## src/rtl/cp0_irq_controller.sv

```systemverilog
// cp0_irq_controller: coprocessor-0 with NUM_IRQ maskable, prioritised
// interrupt lines, each individually level- or edge-triggered.
module cp0_irq_controller #(
    parameter int NUM_IRQ = 8
) (
    input  logic               clk,
    input  logic               rst,
    input  logic [4:0]         c0_adr,
    input  logic [31:0]        c0_wdata,
    input  logic               c0_write,
    output logic [31:0]        c0_rdata,
    input  logic [NUM_IRQ-1:0] irq_in,
    input  logic [31:0]        epc_in,
    input  logic               eret,
    output logic               irq_take,
    output logic [31:0]        c0_state
);

    localparam logic [4:0] ADR_EPC    = 5'd0;
    localparam logic [4:0] ADR_CAUSE  = 5'd1;
    localparam logic [4:0] ADR_STATUS = 5'd2;
    localparam logic [4:0] ADR_MASK   = 5'd3;
    localparam logic [4:0] ADR_PEND   = 5'd4;
    localparam logic [4:0] ADR_MODE   = 5'd5;

    logic [31:0]        epc;
    logic [31:0]        cause;
    logic [31:0]        status;
    logic [31:0]        status_d;
    logic [NUM_IRQ-1:0] mask;
    logic [NUM_IRQ-1:0] mode;
    logic [NUM_IRQ-1:0] edge_pend;
    logic [NUM_IRQ-1:0] irq_prev;
    logic [NUM_IRQ-1:0] pending;
    logic [NUM_IRQ-1:0] active;
    logic [NUM_IRQ-1:0] wr_bits;
    logic [4:0]         idx;
    logic [31:0]        rd_mux;

    logic wr_epc, wr_cause, wr_status, wr_mask, wr_pend, wr_mode;

    assign wr_epc    = c0_write && (c0_adr == ADR_EPC);
    assign wr_cause  = c0_write && (c0_adr == ADR_CAUSE);
    assign wr_status = c0_write && (c0_adr == ADR_STATUS);
    assign wr_mask   = c0_write && (c0_adr == ADR_MASK);
    assign wr_pend   = c0_write && (c0_adr == ADR_PEND);
    assign wr_mode   = c0_write && (c0_adr == ADR_MODE);

    assign wr_bits = c0_wdata[NUM_IRQ-1:0];

    // Edge lines report their latched bit, level lines the live input.
    assign pending  = (mode & edge_pend) | (~mode & irq_in);
    assign active   = pending & mask;
    assign irq_take = status[0] & ~status[1] & (|active);
    assign c0_state = status;

    // Lowest-numbered active line wins; scan from the top so it lands last.
    always_comb begin
        idx = 5'd0;
        for (int i = NUM_IRQ - 1; i >= 0; i--) begin
            if (active[i]) idx = 5'(i);
        end
    end

    // Status: software write for storage bits, take/eret override EXL.
    always_comb begin
        status_d = status;
        if (wr_status) status_d = c0_wdata;
        if (irq_take) status_d[1] = 1'b1;
        else if (eret) status_d[1] = 1'b0;
    end

    // Register file for Status, EPC and Cause with take taking precedence.
    always_ff @(posedge clk or posedge rst) begin
        if (rst) begin
            status <= 32'h1;
            epc    <= 32'h0;
            cause  <= 32'h0;
        end else begin
            status <= status_d;
            if (irq_take) begin
                epc   <= epc_in;
                cause <= {1'b1, 26'b0, idx};
            end else begin
                if (wr_epc)   epc   <= c0_wdata;
                if (wr_cause) cause <= c0_wdata;
            end
        end
    end

    // Mask and Mode only keep bits for implemented lines.
    always_ff @(posedge clk or posedge rst) begin
        if (rst) begin
            mask <= '0;
            mode <= '0;
        end else begin
            if (wr_mask) mask <= wr_bits;
            if (wr_mode) mode <= wr_bits;
        end
    end

    // Edge latch: a fresh edge beats a same-cycle write-1-to-clear.
    always_ff @(posedge clk or posedge rst) begin
        if (rst) begin
            irq_prev  <= '0;
            edge_pend <= '0;
        end else begin
            irq_prev <= irq_in;
            edge_pend <= (edge_pend & ~(wr_pend ? (wr_bits & mode) : '0))
                       | (irq_in & ~irq_prev & mode);
        end
    end

    // Read mux on pre-edge register values; unmapped addresses give 0.
    always_comb begin
        case (c0_adr)
            ADR_EPC:    rd_mux = epc;
            ADR_CAUSE:  rd_mux = cause;
            ADR_STATUS: rd_mux = status;
            ADR_MASK:   rd_mux = 32'(mask);
            ADR_PEND:   rd_mux = 32'(pending);
            ADR_MODE:   rd_mux = 32'(mode);
            default:    rd_mux = 32'h0;
        endcase
    end

    // Registered read port, sampled every cycle.
    always_ff @(posedge clk or posedge rst) begin
        if (rst) c0_rdata <= 32'h0;
        else     c0_rdata <= rd_mux;
    end

endmodule

```

## config.mk

```make
export PLATFORM = sky130hd
export DESIGN_NAME = cp0_irq_controller
export DESIGN_NICKNAME = d
export VERILOG_FILES = /design/src/rtl/cp0_irq_controller.sv
export SDC_FILE = /design/constraint.sdc
export NUM_CORES = 1
export LEC_CHECK = 0
export ABC_AREA = 1
export ABC_CLOCK_PERIOD_IN_PS = 5100
export BUFFER_PORTS_ARGS = -buffer_cell sky130_fd_sc_hd__clkbuf_2
export CAP_MARGIN = 25
export CORE_ASPECT_RATIO = 0.5
export CORE_MARGIN = 1.5
export CORE_UTILIZATION = 45
export CTS_CLUSTER_DIAMETER = 60
export DETAILED_ROUTE_END_ITERATION = 6
export PLACE_DENSITY_LB_ADDON = 0.2
export SLEW_MARGIN = 20
export SYNTH_ARGS = -nofsm -noshare
export SYNTH_HDL_FRONTEND = slang
export SYNTH_SLANG_ARGS = --single-unit
```

## constraint.sdc

```tcl
create_clock -name clk -period 5.1 [get_ports clk]
set_clock_uncertainty 0.05 [all_clocks]
set_input_delay 0.51 -clock clk [delete_from_list [all_inputs] [get_ports clk]]
set_output_delay 0.51 -clock clk [all_outputs]
set_load 0.1 [all_outputs]
```

Yosys cells after proc, flatten, opt, wreduce, memory -nomap -nowiden
Cells that the tools add are included.
Storage, ports and cells
  output and inout port bits: 65
  logic and storage cells: 57
  input bits: 81
  bits in registers: 160
Operators by class
  mux-type cells: 17
  bitwise logic cells: 15
  reductions and logical operators: 11
  equality and inequality tests: 5
Operators by type and width (number)
  one-hot mux 32 bit (6 select lines): 1
  2-to-1 mux 32 bit: 4
  AND 8 bit: 7
  2-to-1 mux 5 bit: 7
  inverter 8 bit: 3
  OR 8 bit: 2
  equality test 5 x 2 -> 1 bit, second input constant: 2
  equality test 5 x 3 -> 1 bit, second input constant: 2
  2-to-1 mux 8 bit: 1
  OR reduction 8 bit: 1
  logical AND 1 bit: 6
  equality test 5 x 1 -> 1 bit, second input constant: 1
  zero test 5 bit: 1
  nonzero test 2 bit: 2
  2-to-1 mux 3 bit: 1
  nonzero test 3 bit: 1
  AND 1 bit: 2
  2-to-1 mux 1 bit: 2
  2-to-1 mux 2 bit: 1
  inverter 1 bit: 1

Logic depth before layout (Yosys ltp)
  word-level depth: 13
  mapped depth: 15

Worst setup path after synthesis
No wires, ideal clock.
  kind: flip-flop to output port
  start: register status[0], in the netlist c0_state[0]
  end: output irq_take
  path slack: 2909 ps
  data arrival time: 1631 ps
  cell stages (with the launch flop): 7
  required time: 4540 ps
  cell sequence: dfstp_2 inv_1 nor2_1 nand2_2 buf_6 inv_4 buf_6
Between the ends
  longest elaborated chain between the ends: 2
Ends and longest elaborated chain
  start: declaration: RTL line 28  | logic [31:0] status;
  start signal: assignment: RTL line 80  | status <= status_d;
  AND 1 bit (2 in series): RTL line 54  | assign irq_take = status[0] & ~status[1] & (|active);
  end: declaration: RTL line 15  | output logic irq_take,
Every way passes these cells.

Worst setup path in the final report
  start: register mode[4]
  end: output irq_take
Between the ends
  longest elaborated chain between the ends: 6
  elaborated cells on any way between the ends: 7
Ends and longest elaborated chain
  start: declaration: RTL line 31  | logic [NUM_IRQ-1:0] mode;
  start signal: assignment: RTL line 98  | if (wr_mode) mode <= wr_bits;
  inverter 8 bit: RTL line 52  | assign pending = (mode & edge_pend) | (~mode & irq_in);
  AND 8 bit: RTL line 52
  OR 8 bit (*): RTL line 52
  AND 8 bit (*): RTL line 53  | assign active = pending & mask;
  OR reduction 8 bit (*): RTL line 54
  AND 1 bit (*): RTL line 54
Every way passes the cells marked *; elsewhere a longest branch is shown, timed or not.

==> qor.txt <==
Core area: 14700 um^2
Yosys synthesis warning count: 0
Max cap viols: 0
Root Buffer: clkbuf_16
Final Non-Filler Cells: 1121
Largest net degree at the start of global routing: 71
VDD IR-drop max: 0.226 mV
Total Wirelength: 18200 um
H-tree depth: 4
CTS-repair resized insts: 0
Detailed-route vias per instance: 5.21
CP startpoint: mode[4]$_DFFE_PP0P_
Total iterations of the first detailed-routing run: 5
Synth-to-Final Area Change: 20.8%
Setup Viol. Count Final: 0
RSZ-0062 raised after global routing: false
Final layout net count: 991
Syn_nets: 855
GRT overflow: 0
Post-route setup TNS: 0 ps
Initial antenna violation count: 0
Crit path max-delay family: buffers and inverters
DR iter-0 viols: 487
Hold buffers post-CTS: 0
Post-synthesis register bit count: 160
Critical path type: flop to output port
Slew Viols, Final: 0
Vias in the first global route: 5579
DP HPWL: 11700 um
CP max stage delay: 550 ps
Die area: 16200 um^2
Post-Place Cells: 1088
Via total after detailed routing: 5841
First-pass GRT wire length: 29300 um
Fmax: 288 MHz
CP dominant cell by count: nand2_1
Worst-case reg-to-reg path depth: 11
GRT Overall Usage: 0.235
IO Pins: 146
Post-synthesis sequential area ratio: 0.578
Unique cell type count in the Yosys netlist: 36
Layout cells sized above 1: 0.229
Die Y: 90.8 um
Port Buffer Count: 145
Detailed-route DRC error count: 0
Crit start category: flop
Final instance area: 8380 um^2
Setup crit end kind: output port
CP Buf/Inv Count: 3
Period minus WS final: 3470 ps
Worst Path Max Fanout: 37
CP Cell Sequence: inv_2 > nand2_1 > nand2_1 > nand2_1 > nand2_1 > nor2_1 > nand2_1 > nand2_2 > inv_4 > clkbuf_2
Post-Synthesis Cells: 774
Post-CTS Repair Setup Buffers: 0
Total clock sinks: 160
Mapped Area: 6930 um^2
CTS tree: built
Leak pwr: 0.00433 uW
Post-DP Area: 7780 um^2
Die width: 179 um
Worst-Margin Slew: 790 ps
GP Congestion: 0.842
Worst endpoint required time: 4540 ps
CP max stage cell: inv_4
Syn Area/Cell: 8.96 um^2
Antenna diodes: 0
Clock Tree Buf Depth: 2
Register-to-register setup slack: 2110 ps
Clock slew at reported path FFs: 70 ps
Row Count: 31
Rel. slew slack: 0.471
RR Endpoint: epc[11]$_DFFE_PP0P_
Clock Latency Late Sink: 430 ps
Worst R2R Start: mode[6]$_DFFE_PP0P_
Routed len/inst: 16.2 um
Fin crit share: 0.680
Pwr Density: 492 nW/um^2
Antenna viol nets, final: 0
Status: finished clean
Number of CTS-inserted buffers: 17
Worst Hold Class: primary input to asynchronous set/reset pin
Initial core utilization: 0.470
Final hold vios: 0
Arrival time worst endpoint: 2910 ps
[metal layers]
layer | vias to the layer above | track usage | part of all wire
met5 | - | 0 | 0
met4 | 0 | 0.0583 | 0.010
met3 | 17 | 0.0501 | 0.053
met2 | 156 | 0.354 | 0.46
met1 | 2868 | 0.345 | 0.48
li1 | 2800 | - | -
[placed cells by master, fill, tap and decap left out, drive strengths merged]
master    count
nor3          1
nor2         43
clkinv        5
o22ai         1
o2111ai       2
o32ai         3
a21oi        41
clkbuf      162
dfstp         1
nor4          5
a211o         1
buf           8
o21ai        71
inv          52
o211ai        1
bufinv        1
clkinvlp      3
a22o          5
nand3        59
dfrtp       159
nand2       265
o31ai         5
nand4         5
nand3b        1
mux2         23
[where the power goes]
group | internal, uW | switching, uW
registers | 1560 | 178
clock network | 686 | 573
logic | 258 | 873
total | 2500 | 1620
[kinds of logic (layout without fill, tap and decap cells)]
logic type	after synthesis	in the layout	share of synthesized area
AOI/OAI and AO/OA	130	130	0.102
and+or+nand+nor	379	379	0.230
DFF	160	160	0.578
muxes	23	23	0.0374
buffers and inverters	82	231	0.0532
[per-stage QoR]
step	hold WS, ps	power (uW)	util	worst slack (ps)
finish	107	4130	0.568	1630
global route	144	4330	0.568	1420
CTS	143	4150	0.567	1650
detailed placement	374	2890	0.528	1940
global placement	368	2850	0.527	1970
floorplan	359	2640	-	222
[sequential cells by signal, indices dropped and copies added, names as in the netlist]
signal     cells
irq_prev       8
cause         32
epc           32
edge_pend      8
c0_state      32
c0_rdata      32
mask           8
mode           8
[worst register-to-register path: stages (launching register included)]
cell     delay [ps]
dfrtp_1         400
inv_1            90
nand2_1          70
nand3_1         130
nand2_1          70
nor2_1          130
nand2_1          80
nand2_2         540
buf_4           440
nand2_2         530
nor2_1          280
a21oi_1          60
[synthesized netlist by cell type]
master / n / area, um^2
nand2_1: 261 / 980
dfrtp_1: 159 / 3980
o21ai_0: 66 / 330
nand3_1: 58 / 290
a21oi_1: 41 / 205
nor2_1: 39 / 146
inv_1: 35 / 131
mux2_1: 22 / 248
buf_2: 19 / 95.1
clkbuf_1: 11 / 41.3
inv_2: 10 / 37.5
a22o_1: 5 / 43.8
nand4_1: 5 / 31.3
o21ai_1: 5 / 25.0
o31ai_1: 5 / 37.5
buf_6: 3 / 33.8
nand2_2: 3 / 18.8
nor2_2: 3 / 18.8
nor4_1: 3 / 18.8
o32ai_1: 3 / 26.3
nor4_4: 2 / 42.5
o2111ai_1: 2 / 17.5
a211o_1: 1 / 8.76
buf_1: 1 / 3.75
buf_8: 1 / 15.0
clkbuf_2: 1 / 5.00
dfstp_2: 1 / 26.3
inv_4: 1 / 6.26
mux2_2: 1 / 11.3
nand2_4: 1 / 11.3
nand3_2: 1 / 10.0
nand3b_1: 1 / 7.51
nor2_4: 1 / 11.3
nor3_1: 1 / 5.00
o211ai_1: 1 / 7.51
o22ai_1: 1 / 6.26
[cell type report]
class | instances | area, um^2
Timing Repair Buffer | 153 | 806
Clock buffer | 17 | 425
Tap cell | 198 | 248
Clock inverter | 15 | 151
Fill cell | 1353 | 6360
Sequential cell | 160 | 4010
Inverter | 46 | 180
Multi-Input combinational cell | 532 | 2560
[worst max-delay path by stage]
stage,end,cells past startpoint
6_report,irq_take,10
4_1_cts,irq_take,10
3_5_place_dp,irq_take,10
2_1_floorplan,c0_rdata[0]$_DFF_PP0_,1
5_1_grt,irq_take,10
3_3_place_gp,irq_take,10
No activity file was read; power rests on OpenSTA's default activity.
